## config.mk

```make
export PLATFORM = sky130hd
export DESIGN_NAME = find_extremum
export DESIGN_NICKNAME = d
export VERILOG_FILES = /design/src/rtl/find_max_pkg.sv /design/src/rtl/extremum_cmp.sv /design/src/rtl/find_extremum.sv
export SDC_FILE = /design/constraint.sdc
export NUM_CORES = 1
export LEC_CHECK = 0
export ABC_AREA = 0
export BUFFER_PORTS_ARGS = -buffer_cell sky130_fd_sc_hd__buf_2
export CAP_MARGIN = 0
export CELL_PAD_IN_SITES_DETAIL_PLACEMENT = 1
export CELL_PAD_IN_SITES_GLOBAL_PLACEMENT = 2
export CORE_AREA = 2 2 70 72
export DETAILED_ROUTE_END_ITERATION = 8
export DIE_AREA = 0 0 72 74
export PLACE_DENSITY_LB_ADDON = 0.15
export SLEW_MARGIN = 20
export SYNTH_ARGS = -nofsm -noshare
export SYNTH_HDL_FRONTEND = slang
export SYNTH_SLANG_ARGS = --single-unit
```

## constraint.sdc

```tcl
create_clock -name clk -period 3.3 [get_ports clk]
set_input_delay 0 -clock clk [delete_from_list [all_inputs] [get_ports clk]]
set_output_delay 0 -clock clk [all_outputs]
set_load 0.005 [all_outputs]
```

## src/rtl/find_max_pkg.sv

```systemverilog
// Shared types for the streaming extremum finders: FSM state and per-frame
// compare direction.
package find_max_pkg;

    typedef enum logic [1:0] {
        IDLE  = 2'd0,
        ACCUM = 2'd1,
        HOLD  = 2'd2
    } state_t;

    typedef enum logic {
        MODE_MAX = 1'b0,
        MODE_MIN = 1'b1
    } mode_t;

endpackage

```

## src/rtl/extremum_cmp.sv

```systemverilog
// Strict "a beats b" comparator: greater for max mode, less for min mode,
// two's-complement or unsigned selected at elaboration time.
module extremum_cmp
    import find_max_pkg::*;
#(
    parameter int WIDTH  = 8,
    parameter int SIGNED = 0
) (
    input  logic [WIDTH-1:0] a,
    input  logic [WIDTH-1:0] b,
    input  mode_t            mode,
    output logic             better
);

    logic w_gt;
    logic w_lt;

    generate
        if (SIGNED != 0) begin : g_signed
            assign w_gt = $signed(a) > $signed(b);
            assign w_lt = $signed(a) < $signed(b);
        end else begin : g_unsigned
            assign w_gt = a > b;
            assign w_lt = a < b;
        end
    endgenerate

    // Strict compare so a tie never displaces the earlier sample.
    assign better = (mode == MODE_MIN) ? w_lt : w_gt;

endmodule

```

## src/rtl/find_extremum.sv

```systemverilog
// Streaming max/min finder: consumes one frame of samples and holds the
// extremum value, its index and the frame length until the consumer takes it.
module find_extremum
    import find_max_pkg::*;
#(
    parameter int WIDTH  = 8,
    parameter int IDX_W  = 8,
    parameter int SIGNED = 0
) (
    input  logic             clk,
    input  logic             rst_n,
    input  logic             mode,
    input  logic             in_valid,
    output logic             in_ready,
    input  logic [WIDTH-1:0] in_data,
    input  logic             in_last,
    output logic             out_valid,
    input  logic             out_ready,
    output logic [WIDTH-1:0] out_value,
    output logic [IDX_W-1:0] out_index,
    output logic [IDX_W-1:0] out_count,
    output logic             out_ovf
);

    localparam logic [IDX_W-1:0] MAX_COUNT = {IDX_W{1'b1}};

    state_t           r_state;
    state_t           w_next_state;
    mode_t            r_mode;
    logic [WIDTH-1:0] r_value;
    logic [IDX_W-1:0] r_index;
    logic [IDX_W-1:0] r_count;
    logic             r_ovf;
    logic             w_accept;
    logic             w_better;

    assign w_accept = in_valid & in_ready;

    extremum_cmp #(
        .WIDTH  (WIDTH),
        .SIGNED (SIGNED)
    ) u_cmp (
        .a      (in_data),
        .b      (r_value),
        .mode   (r_mode),
        .better (w_better)
    );

    // NOTE: state and datapath registers use non-blocking assignments so every
    // flop samples pre-edge values regardless of process ordering.
    always_ff @(posedge clk or negedge rst_n) begin
        if (!rst_n) r_state <= IDLE;
        else        r_state <= w_next_state;
    end

    // NOTE: each output of a combinational process gets a default first, so no
    // path through the case can leave it unassigned and infer a latch.
    always_comb begin
        w_next_state = r_state;
        case (r_state)
            IDLE:    if (w_accept) w_next_state = in_last ? HOLD : ACCUM;
            ACCUM:   if (w_accept && in_last) w_next_state = HOLD;
            HOLD:    if (out_ready) w_next_state = IDLE;
            default: w_next_state = IDLE;
        endcase
    end

    always_comb begin
        in_ready  = 1'b1;
        out_valid = 1'b0;
        if (r_state == HOLD) begin
            in_ready  = 1'b0;
            out_valid = 1'b1;
        end
    end

    // Result registers double as the accumulator; they keep the last result
    // after handoff until the next frame's first sample overwrites them.
    always_ff @(posedge clk or negedge rst_n) begin
        if (!rst_n) begin
            r_mode  <= MODE_MAX;
            r_value <= '0;
            r_index <= '0;
            r_count <= '0;
            r_ovf   <= 1'b0;
        end else if (w_accept) begin
            if (r_state == IDLE) begin
                r_mode  <= mode_t'(mode);
                r_value <= in_data;
                r_index <= '0;
                r_count <= IDX_W'(1);
                r_ovf   <= 1'b0;
            end else if (r_count == MAX_COUNT) begin
                r_ovf <= 1'b1;
            end else begin
                r_count <= r_count + IDX_W'(1);
                if (w_better) begin
                    r_value <= in_data;
                    r_index <= r_count;
                end
            end
        end
    end

    assign out_value = r_value;
    assign out_index = r_index;
    assign out_count = r_count;
    assign out_ovf   = r_ovf;

endmodule

```

==> flow_metrics.tcl <==
set metrics [dict create \
    status "complete, no violations" \
    whs_path_depth 3 \
    drive_gt1_share_pct 35.94 \
    tightestPinTransition_ns 0.6370 \
    drc 0 \
    internal_power_uw 767.7 \
    grt-ovfl-total 0 \
    worstPathRequired_ns 3.46 \
    path_buf_inv 1 \
    crit_path_max_incr_delay_ns 0.44 \
    power_mw 1.189 \
    slowest_stage "o21bai_4" \
    power.switching_uw 421.4 \
    ys_async_sr_fraction_pct 100.0 \
    worst_ir_drop_vdd_mv 0.2029 \
    insertion_delay_ns 0.27 \
    ant_nets 0 \
    io_buffer_count 40 \
    cts_sinks 28 \
    switching_share_pct 35.44 \
    cts.clk_slew.worst_paths_ns 0.10 \
    cts_tree "yes" \
    fillCellCount 532 \
    hp-start "in_valid" \
    ys_seq_area_share_pct 45.71 \
    r2r-start "out_value[5]" \
    post-route-period-util_pct 68.29 \
    start_util_pct 33.33 \
    p_clk_share_pct 17.9 \
    hold_slack_ns 0.1122 \
    cellPowerDensity_nw_per_um2 608.4 \
    mostFrequentLayoutCell "buf_2" \
    cts.path.max_buffers 2 \
    die-height_um 74 \
    drt-total-wl_um 3832 \
    synth_cell_types 42 \
    power_frac_seq_pct 42.1 \
    cts_max_level 1 \
    vias 1256 \
    ys_seq_elements 28 \
    cts_resized 0 \
    synth_top_area_share_pct 45.71 \
    rsz0062_at_grt "false" \
    mostFrequentLayoutCells "buf_2 (40), dfrtp_1 (28), dlygate4sd3_1 (13)" \
    avgSynthCellArea_um2 11.03 \
    worst_slack_ns 1.046 \
    critical_path.cell_chain "inv_1 -> ha_1 -> a211oi_2 -> o21bai_2 -> o21a_2 -> o21bai_4 -> mux2_2" \
    synth_area_leaders "dfrtp_1 (46%), ha_1 (7.3%), a32o_2 (4.4%), mux2_2 (4.4%), o21ai_0 (2.9%)" \
    final_hold_viol_count 0 \
    dieArea_um2 5328 \
    whs_endpoint "out_ovf" \
    grt_pass1_vias 1286 \
    regToRegSetupSlack_ns 1.05 \
    cp_data_arrival_time_ns 2.42 \
    syn_nets 162 \
    drt-initial-drc-count 26 \
    startpoint_type "register" \
    detailed_place.area_um2 1769 \
    clockRootBuffer "clkbuf_8" \
    ys_warn_count 0 \
    final_nets 216 \
    ys.flop_type "dfrtp_1" \
    synthCells 139 \
    routed_via_density 5.106 \
    final.min_clock_period_ns 2.254 \
    worst_hold_path_type "input port to register" \
    io_pins 41 \
    setup_tns_ns 0 \
    numCtsBuffers 3 \
    fmax_ghz 0.4437 \
    stdcell_area_um2 1954 \
    syn_to_final_growth_pct 27.51 \
    antenna_found_initial 0 \
    grt_pass1_wl_um 6292 \
    cts_setup_buffers 0 \
    die_w_um 72 \
    dpl.hpwl_um 2892 \
    cp_top_family "compound AO/OA/AOI/OAI gates" \
    cap_viol_max_count 0 \
    grt_max_degree 29 \
    synth_edf_count 0 \
    preCtsSetupSlack_ns 1.015 \
    power.leakage_nw 0.9839 \
    syn_area_um2 1533 \
    yosysTopAreaCell "dfrtp_1" \
    gp_congestion 0.7970 \
    cp-end-kind "register" \
    insertedDiodeCount 0 \
    fin_worst_skew_ns 0.006112 \
    first_pass_iters 4 \
    worst-setup-path-type "register to register" \
    rr_endpoint "out_value[0]" \
    worst_r2r_path_depth 7 \
    max_slew_margin_pct 57.54 \
    cp_max_fo 16 \
    power_frac_comb_pct 40.0 \
    coreArea_um2 4598 \
    setup-violations-final 0 \
    drv_slew 0 \
    fp-row-count 25 \
    grt_use_total_pct 15.04 \
    wl_per_cell_um 15.58 \
]
-- layout make-up --
| cell class | count | area, um^2 | share of cell area, % |
|---|---|---|---|
| repair buffers | 53 | 330.3 | 16.90 |
| clock buffers | 4 | 55.05 | 2.817 |
| well taps | 54 | 67.56 | 3.457 |
| multi-input cells | 97 | 763.2 | 39.05 |
| flip-flops and latches | 28 | 700.7 | 35.85 |
| inverters | 10 | 37.54 | 1.921 |
-- cell usage after synthesis (2+ instances only) --
cell / count
nand2_1: 11
inv_1: 10
nor3_1: 6
a31oi_1: 2
mux2_4: 2
mux2_2: 6
a22o_1: 2
ha_1: 9
a32o_2: 6
dfrtp_1: 28
nand4_1: 3
nand3_1: 2
a21oi_1: 7
buf_6: 2
nor2_1: 8
o21ai_0: 9
-- state kept, by name (all words and copies together), names as in the netlist --
signal / count
out_count: 8
out_ovf: 1
out_value: 8
out_index: 8
r_state: 2
r_mode: 1
-- power by group through the flow --
stage / registers [mW] / logic [mW] / clock network [mW]
after floorplan: 0.495 / 0.333 / 0
after global placement: 0.503 / 0.452 / 0
after detailed placement: 0.509 / 0.472 / 0
after CTS: 0.502 / 0.487 / 0.225
after global routing: 0.515 / 0.536 / 0.236
final: 0.500 / 0.475 / 0.213
-- per-layer routing --
layer  global-route usage (%)  up-vias  wire length (um)
li1                         -      615                 -
met1                    20.12      608              1763
met2                    26.13       27              1909
met3                    2.439        6               115
met4                    2.935        0                43
met5                        0        -                 0
-- repair_timing --
action | 4_1_cts | 5_1_grt
endpoints found under the hold margin | 39 | 0
endpoints found under the setup margin | 0 | 0
hold buffers | 13 | 0
-- worst max-delay path by stage --
stage | startpoint | endpoint | slack (ns) | depth (start not counted)
after CTS | out_value[5] | out_value[0] | 1.01 | 7
final | out_value[5] | out_value[0] | 1.05 | 7
after detailed placement | out_value[5] | out_value[0] | 1.01 | 7
after global placement | out_value[1] | out_value[2] | 1.11 | 8
after floorplan | out_value[1] | out_value[3] | 1.26 | 9
after global routing | out_value[5] | out_value[0] | 0.91 | 7
-- per-stage QoR --
| step | util [%] | cells |
|---|---|---|
| floorplan | - | 139 |
| global placement | 38.48 | 229 |
| detailed placement | 38.48 | 229 |
| CTS | 42.50 | 246 |
| global route | 42.50 | 246 |
| finish | 42.50 | 246 |
-- tightest hold or removal path, cell delays in order --
cell     delay, ns
buf_2         0.16
a21oi_1       0.14
nor2_1        0.05
-- cell families after synthesis --
family	Yosys count	synth area share, %
adders and majority gates	9	7.347
buffers and inverters	14	4.489
AOI/OAI and AO/OA	40	21.80
xor gates and xnor gates	1	0.5715
DFF	28	45.71
and+or+nand+nor	39	13.72
muxes	8	6.367
Note: power is estimated with default switching activity, not from simulation.
